## config.mk

```make
export PLATFORM = sky130hd
export DESIGN_NAME = ex_issue_ctrl
export DESIGN_NICKNAME = d
export VERILOG_FILES = /design/src/rtl/alu_ctrl_pkg.sv /design/src/rtl/ex_decode.sv /design/src/rtl/ex_issue_ctrl.sv
export SDC_FILE = /design/constraint.sdc
export NUM_CORES = 1
export LEC_CHECK = 0
export BUFFER_PORTS_ARGS = -buffer_cell sky130_fd_sc_hd__buf_2
export CAP_MARGIN = 10
export CORE_MARGIN = 1
export CORE_UTILIZATION = 30
export CTS_BUF_LIST = sky130_fd_sc_hd__clkbuf_8
export DETAILED_ROUTE_END_ITERATION = 10
export HOLD_SLACK_MARGIN = 0.12
export PLACE_DENSITY_LB_ADDON = 0.15
export SETUP_SLACK_MARGIN = 0.2
export SYNTH_ARGS = -nofsm -noshare
export SYNTH_HDL_FRONTEND = slang
export SYNTH_HIERARCHICAL = 1
export SYNTH_SLANG_ARGS = --single-unit
```

## constraint.sdc

```tcl
create_clock -name clk -period 5.5 [get_ports clk]
set_input_delay 0.825 -clock clk [delete_from_list [all_inputs] [get_ports clk]]
set_output_delay 0.825 -clock clk [all_outputs]
set_load 0.005 [all_outputs]
```

## src/rtl/alu_ctrl_pkg.sv

```systemverilog
// ============================================================================
// Module   : alu_ctrl_pkg
// Brief    : ALU signal codes, MIPS opcode/funct encodings, issue FSM states.
// Revision : 1.0
// ============================================================================
`default_nettype none

package alu_ctrl_pkg;

    localparam logic [3:0] c_SIG_AND   = 4'd0;
    localparam logic [3:0] c_SIG_OR    = 4'd1;
    localparam logic [3:0] c_SIG_ADD   = 4'd2;
    localparam logic [3:0] c_SIG_SLL   = 4'd3;
    localparam logic [3:0] c_SIG_SRL   = 4'd4;
    localparam logic [3:0] c_SIG_MFHI  = 4'd5;
    localparam logic [3:0] c_SIG_SUB   = 4'd6;
    localparam logic [3:0] c_SIG_SLT   = 4'd7;
    localparam logic [3:0] c_SIG_MFLO  = 4'd8;
    localparam logic [3:0] c_SIG_MULTU = 4'd9;

    localparam logic [5:0] c_OP_RTYPE  = 6'h00;
    localparam logic [5:0] c_OP_ADDIU  = 6'h09;
    localparam logic [5:0] c_OP_ORI    = 6'h0D;

    localparam logic [5:0] c_FN_SLL    = 6'h00;
    localparam logic [5:0] c_FN_SRL    = 6'h02;
    localparam logic [5:0] c_FN_MFHI   = 6'h10;
    localparam logic [5:0] c_FN_MFLO   = 6'h12;
    localparam logic [5:0] c_FN_MULTU  = 6'h19;
    localparam logic [5:0] c_FN_ADDU   = 6'h21;
    localparam logic [5:0] c_FN_SUBU   = 6'h23;
    localparam logic [5:0] c_FN_AND    = 6'h24;
    localparam logic [5:0] c_FN_OR     = 6'h25;
    localparam logic [5:0] c_FN_SLT    = 6'h2A;

    typedef enum logic [0:0] {
        IDLE  = 1'b0,
        MBUSY = 1'b1
    } state_t;

endpackage

`default_nettype wire

```

## src/rtl/ex_decode.sv

```systemverilog
// ============================================================================
// Module   : ex_decode
// Brief    : Combinational MIPS decode into ALU signal code and operands A/B.
// Revision : 1.0
// ============================================================================
`default_nettype none

module ex_decode
    import alu_ctrl_pkg::*;
#(
    parameter int DW = 32
) (
    input  logic [5:0]    i_opcode,
    input  logic [5:0]    i_funct,
    input  logic [4:0]    i_shamt,
    input  logic [15:0]   i_imm,
    input  logic [DW-1:0] i_rs_data,
    input  logic [DW-1:0] i_rt_data,
    output logic [3:0]    o_signal,
    output logic [DW-1:0] o_a,
    output logic [DW-1:0] o_b,
    output logic          o_illegal,
    output logic          o_is_hilo_op
);

    always_comb begin
        o_signal     = c_SIG_AND;
        o_a          = i_rs_data;
        o_b          = i_rt_data;
        o_illegal    = 1'b0;
        o_is_hilo_op = 1'b0;
        case (i_opcode)
            c_OP_RTYPE: begin
                case (i_funct)
                    c_FN_AND:  o_signal = c_SIG_AND;
                    c_FN_OR:   o_signal = c_SIG_OR;
                    c_FN_ADDU: o_signal = c_SIG_ADD;
                    c_FN_SUBU: o_signal = c_SIG_SUB;
                    c_FN_SLT:  o_signal = c_SIG_SLT;
                    c_FN_SLL, c_FN_SRL: begin
                        o_signal = (i_funct == c_FN_SLL) ? c_SIG_SLL : c_SIG_SRL;
                        o_a      = i_rt_data;
                        o_b      = {{(DW-5){1'b0}}, i_shamt};
                    end
                    c_FN_MFHI, c_FN_MFLO: begin
                        o_signal     = (i_funct == c_FN_MFHI) ? c_SIG_MFHI : c_SIG_MFLO;
                        o_a          = '0;
                        o_b          = '0;
                        o_is_hilo_op = 1'b1;
                    end
                    c_FN_MULTU: begin
                        o_signal     = c_SIG_MULTU;
                        o_is_hilo_op = 1'b1;
                    end
                    default: begin
                        o_a       = '0;
                        o_b       = '0;
                        o_illegal = 1'b1;
                    end
                endcase
            end
            c_OP_ADDIU: begin
                o_signal = c_SIG_ADD;
                o_b      = {{(DW-16){i_imm[15]}}, i_imm};
            end
            c_OP_ORI: begin
                o_signal = c_SIG_OR;
                o_b      = {{(DW-16){1'b0}}, i_imm};
            end
            default: begin
                o_a       = '0;
                o_b       = '0;
                o_illegal = 1'b1;
            end
        endcase
    end

endmodule

`default_nettype wire

```

## src/rtl/ex_issue_ctrl.sv

```systemverilog
// ============================================================================
// Module   : ex_issue_ctrl
// Brief    : Execute-stage issue slot with multiply-busy hazard stall.
//            Optional EX_STALL_CNT_EN adds a saturating stall_cnt output.
// Revision : 1.0
// ============================================================================
`default_nettype none

module ex_issue_ctrl
    import alu_ctrl_pkg::*;
#(
    parameter int MULT_LAT = 32,
    parameter int DW       = 32
) (
    input  logic          clk,
    input  logic          reset,
    input  logic          in_valid,
    output logic          in_ready,
    input  logic          flush,
    input  logic [5:0]    opcode,
    input  logic [5:0]    funct,
    input  logic [4:0]    shamt,
    input  logic [15:0]   imm,
    input  logic [DW-1:0] rs_data,
    input  logic [DW-1:0] rt_data,
    output logic [3:0]    alu_signal,
    output logic [DW-1:0] alu_a,
    output logic [DW-1:0] alu_b,
    output logic          out_valid,
    output logic          illegal,
`ifdef EX_STALL_CNT_EN
    output logic          mult_busy,
    output logic [31:0]   stall_cnt
`else
    output logic          mult_busy
`endif
);

    localparam int             c_CW       = (MULT_LAT > 1) ? $clog2(MULT_LAT) : 1;
    localparam logic [c_CW-1:0] c_CNT_LOAD = c_CW'(MULT_LAT - 1);

    logic [3:0]    w_signal;
    logic [DW-1:0] w_a;
    logic [DW-1:0] w_b;
    logic          w_illegal;
    logic          w_is_hilo;
    logic          w_take;
    logic          w_start_mult;

    state_t          r_state;
    state_t          w_state_nxt;
    logic [c_CW-1:0] r_cnt;
    logic [c_CW-1:0] w_cnt_nxt;

    logic [3:0]    r_alu_signal;
    logic [DW-1:0] r_alu_a;
    logic [DW-1:0] r_alu_b;
    logic          r_out_valid;
    logic          r_illegal;

    ex_decode #(
        .DW (DW)
    ) u_decode (
        .i_opcode     (opcode),
        .i_funct      (funct),
        .i_shamt      (shamt),
        .i_imm        (imm),
        .i_rs_data    (rs_data),
        .i_rt_data    (rt_data),
        .o_signal     (w_signal),
        .o_a          (w_a),
        .o_b          (w_b),
        .o_illegal    (w_illegal),
        .o_is_hilo_op (w_is_hilo)
    );

    assign mult_busy    = (r_state == MBUSY);
    assign in_ready     = !(mult_busy && in_valid && w_is_hilo);
    // A flushed acceptance is dropped entirely, including any multiply start.
    assign w_take       = in_valid && in_ready && !flush;
    assign w_start_mult = w_take && (w_signal == c_SIG_MULTU);

    always_comb begin
        w_state_nxt = r_state;
        w_cnt_nxt   = r_cnt;
        case (r_state)
            IDLE: begin
                if (w_start_mult) begin
                    w_state_nxt = MBUSY;
                    w_cnt_nxt   = c_CNT_LOAD;
                end
            end
            MBUSY: begin
                if (r_cnt == '0) begin
                    w_state_nxt = IDLE;
                end else begin
                    w_cnt_nxt = r_cnt - 1'b1;
                end
            end
            default: begin
                w_state_nxt = IDLE;
                w_cnt_nxt   = '0;
            end
        endcase
    end

    always_ff @(posedge clk) begin
        if (!reset) begin
            r_state <= IDLE;
            r_cnt   <= '0;
        end else begin
            r_state <= w_state_nxt;
            r_cnt   <= w_cnt_nxt;
        end
    end

    always_ff @(posedge clk) begin
        if (!reset) begin
            r_alu_signal <= c_SIG_AND;
            r_alu_a      <= '0;
            r_alu_b      <= '0;
            r_out_valid  <= 1'b0;
            r_illegal    <= 1'b0;
        end else begin
            r_out_valid <= w_take;
            r_illegal   <= w_take && w_illegal;
            if (w_take) begin
                r_alu_signal <= w_signal;
                r_alu_a      <= w_a;
                r_alu_b      <= w_b;
            end
        end
    end

    assign alu_signal = r_alu_signal;
    assign alu_a      = r_alu_a;
    assign alu_b      = r_alu_b;
    assign out_valid  = r_out_valid;
    assign illegal    = r_illegal;

`ifdef EX_STALL_CNT_EN
    logic [31:0] r_stall_cnt;

    always_ff @(posedge clk) begin
        if (!reset) begin
            r_stall_cnt <= '0;
        end else if (in_valid && !in_ready && (r_stall_cnt != 32'hFFFF_FFFF)) begin
            r_stall_cnt <= r_stall_cnt + 32'd1;
        end
    end

    assign stall_cnt = r_stall_cnt;
`endif

endmodule

`default_nettype wire

```

After elaboration in Yosys (flattened, before gate mapping)

Cells that the tools add are included.

Mux-type cells: 18
Bitwise gates (word level): 1
Add/subtract/negate cells: 1
Reduce and logical (&&, ||, !) cells: 18
Eq/ne operators: 14

Operators by type and width:

| operator            | number |
|---|---|
| $pmux 32 s2         | 3 |
| $pmux 32 s3         | 1 |
| $eq 6x6->1 const B  | 5 |
| $pmux 4 s7          | 1 |
| $eq 6x5->1 const B  | 3 |
| $eq 6x4->1 const B  | 2 |
| $logic_not 6->1     | 2 |
| $pmux 4 s3          | 1 |
| $mux 5              | 2 |
| $pmux 5 s2          | 1 |
| $reduce_or 10->1    | 1 |
| $eq 6x2->1 const B  | 1 |
| $logic_and 1x1->1   | 6 |
| $reduce_or 2->1     | 3 |
| $reduce_or 6->1     | 1 |
| $logic_not 5->1     | 1 |
| $mux 1              | 5 |
| $sub 5x1->5 const B | 1 |
| $eq 4x4->1 const B  | 1 |
| $mux 4              | 1 |
| $ne 2x2->1 const B  | 2 |
| $pmux 1 s2          | 2 |
| $mux 3              | 1 |
| $reduce_or 3->1     | 1 |
| other kinds (3)     | 4 |

Register bits: 76
Output and inout port bits: 72
Input bits: 101

Logic depth before layout (Yosys ltp)

Depth in word-level cells: 11
Depth in mapped cells: 10
Mapped depth without buffers: 7

Cells and area by module

The synthesis kept the hierarchy.

Modules (own cells, without submodules):

| module        | seq. area each (sq um) | cells an instance | instances | area an instance (sq um) |
|---|---|---|---|---|
| ex_issue_ctrl | 1521.5                 | 350               | 1         | 3118.0 |
| ex_decode     | 0.0                    | 219               | 1         | 1496.4 |

Worst setup path after synthesis

Ideal clock, no wire load.

Kind: input-to-output
From: input port opcode[1]
To: output port in_ready
Path buffers: 2
Slack: 2.163 ns
Cell stages on the path: 7
Arrival: 2.512 ns
Required time: 4.675 ns
Cell sequence: or4_4 -> or2_1 -> nor4_1 -> and2_2 -> buf_6 -> buf_2 -> nand2_1

Word-level cells in the longest chain between the ends: 4

Ends and longest elaborated chain:

| what                | RTL line            | text |
|---|---|---|
| start, declared     | ex_issue_ctrl.sv:20 | `input logic [5:0] opcode,` |
| $logic_not 6->1     | ex_decode.sv:32     | `case (i_opcode)` |
| $mux 1              | ex_decode.sv:32     |  |
| named net w_is_hilo | ex_issue_ctrl.sv:46 | `logic w_is_hilo;` |
| $logic_and 1x1->1   | ex_issue_ctrl.sv:78 | `assign in_ready = !(mult_busy && in_valid && w_is_hilo);` |
| $logic_not 1->1     | ex_issue_ctrl.sv:78 |  |
| end, declared       | ex_issue_ctrl.sv:18 | `output logic in_ready,` |

The timed path passes the listed nets, and every way through them passes these cells.

Final worst setup path

Same ends and word-level chain as after synthesis.

==> run metrics <==
class of the worst hold path reg2reg; largest net degree at the start of global routing 76; WP buf/inv 2; upper clock frequency limit 0.277 GHz; first-pass GRT wire length 25600 µm; Reg area 1520 µm²; final-layout setup total negative slack 0 ns; Clock power frac 41.5%; maximum resistive drop on vdd 140 µV; Die H 126 µm; area delta synth->final 22.5%; net count of the mapped netlist 671; post-CTS clock slew at the launch and capture registers of the worst setup and hold paths 0.08 ns; biggest area contributors in the synthesized netlist dfxtp_1, a21boi_0, o21ai_0; post-detailed-placement half-perimeter wirelength 11100 µm; crit path max-delay cell type or4_4; ys flop type dfxtp_1; Initial Utilization 31.3%; count of cell types in the netlist 58; first-iteration detailed-routing DRC count 321; number of hold violations in the final report 0; number of levels the H-tree was split into 3; Sequential Power Share 47.6%; power after layout 1.16 mW; capturing element type of the critical path output port; Int Pwr 866 µW; critical path data required time 4.68 ns; number of search-and-repair iterations in the first detailed-routing pass 5; vias in the first global route 4654; largest fanout on the critical path 4; ANT nets after route 0; global-route usage over all layers 20.6%; Switch Pwr 294 µW; count of fill cells added during filler insertion 1591; number of flops mapped to enable cells by yosys 0; async set-reset flop share out of synthesis 0%; critical path cell sequence buf_2 -> or4_4 -> or2_1 -> nor4_1 -> and2_2 -> nand2_1 -> buf_2; launching element type of the critical path primary input; transition at the pin with the smallest max-transition slack 1.09 ns; cell chosen for the clock root clkbuf_8; number of vias after detailed routing 4881; final worst path period share 65.6%; post-route core utilization 38.3%; placer congestion estimate 0.862; maximum count of clock buffers along a single path 2; total length of routed wires 16500 µm; routed length per placed instance 18.6 µm; LEAKAGE 2.29 nW; Core ar. 14800 µm²; Final Net Count 799; area of the mapped netlist 4610 µm²; power per standard cell area 205 nW/µm²; synthesized netlist cell count 569; result of the run finished clean; Overflow after GRT 0; commonest non-fill, non-tap cell in the layout buf_2; die span in x 126 µm; area used by multi-input combinational logic 2720 µm²; number of antenna violations at the first check in global routing 1; Crit path top cell by count buf_2; Boundary Pins 173; die footprint 15900 µm²; Synth area leader dfxtp_1; clock tree from TritonCTS yes; final count of pins violating max slew 0; delay-heaviest family, CP simple AND/OR/NAND/NOR gates; crit path DAT 2.78 ns; remaining routing DRC violations 0; number of synthesis warnings 6; floorplan row count 44; synthesized area per cell 8.11 µm²; part of the power in combinational logic 10.8%; max-cap violations 0; source-to-sink clock delay at the later pin of the worst-skew pair 0.37 ns; clk_skew 0.00497 ns; setup-violating endpoint count in the final report 0; PostCTS Resize Cnt 0; DR vias/cell 5.50; stage delay of the slowest cell on the critical path 0.59 ns; most frequent cells in the layout buf_2, dfxtp_1, o21ai_0; sw frac 25.4%; TritonCTS Buffers 9; total clock sinks 76; clock period minus worst slack 3.61 ns; share of final-layout standard cells stronger than drive strength 1 34.0%; post-synth top area share 33.0%; worst max-slew margin expressed relative to the limit 27.1%; flop and latch count out of synthesis 76; # Post-CTS Setup Buffers 0; unrepaired setup endpoints after global routing no; Post-CTS Hold Buffers 0; sequential area share after synthesis 33.0%; critical path class in2out; number of port buffers 172
==> tightest hold or removal path, stage by stage (launching register included) <==
cell	delay (ns)
dfxtp_1	0.31
o21ai_0	0.06
a21boi_1	0.06
==> final cells by class <==
class,instances,area share (%)
clock buffer,10,2.43
tap,184,4.07
multi-input combinational,421,48.0
inverter,9,0.597
sequential,76,26.9
timing repair buffer,180,16.5
clock inverter,6,1.42
antenna,1,0.0443
==> registers in the layout (all words and copies together) (netlist names) <==
signal	count
mult_busy	1
illegal	1
alu_a	32
alu_b	32
r_cnt	5
alu_signal	4
out_valid	1
==> final timing paths <==
check	start	endpoint	slack [ns]	depth (start not counted)
worst max-delay path	opcode[1]	in_ready	1.89	7
worst min-delay path	alu_a[9]	alu_a[9]	0.47	2
worst max register to register	mult_busy	alu_a[17]	3.72	4
worst min register to register	alu_a[9]	alu_a[9]	0.47	2
==> synthesized netlist by cell type (8+ instances only) <==
master / number
o21ai_1: 9
clkbuf_1: 24
buf_4: 8
o21ai_0: 70
o21ai_2: 30
nor2_1: 9
a22o_1: 11
buf_6: 8
a21boi_1: 15
buf_2: 14
a21boi_0: 55
nand3_1: 68
dfxtp_1: 76
a21o_1: 16
a22oi_1: 32
inv_1: 9
nand2_1: 44
==> kinds of logic after synthesis <==
group / count (synthesis) / share of synthesized area (%)
flops: 76 / 33.0
buf+inv: 72 / 8.60
compound gates: 264 / 40.1
fa+ha+maj: 1 / 0.271
simple gates: 154 / 17.7
xor+xnor: 2 / 0.380
==> routing by layer <==
| layer | vias to the layer above | track usage (%) | wire, µm |
|---|---|---|---|
| li1 | 2358 | - | - |
| met1 | 2322 | 24.8 | 7120 |
| met2 | 182 | 34.9 | 7910 |
| met3 | 19 | 6.50 | 1160 |
| met4 | 0 | 6.17 | 328 |
| met5 | - | 0 | 0 |
==> power by group through the flow <==
stage | Sequential, mW | Combinational, mW | Clock (mW)
finish | 0.553 | 0.126 | 0.482
global route | 0.553 | 0.136 | 0.529
CTS | 0.553 | 0.124 | 0.500
detailed placement | 0.566 | 0.123 | 0
global placement | 0.566 | 0.122 | 0
floorplan | 0.566 | 0.0634 | 0
==> stage by stage <==
step	hold WS (ns)	setup slack [ns]	cell area, µm²	cells
2_1_floorplan	0.455	2.16	4610	569
3_3_place_gp	0.459	1.87	5410	868
4_1_cts	0.474	1.89	5620	884
6_report	0.471	1.89	5650	887
3_5_place_dp	0.463	1.82	5410	868
5_1_grt	0.496	1.84	5650	886
(Power assumes the default switching activity.)
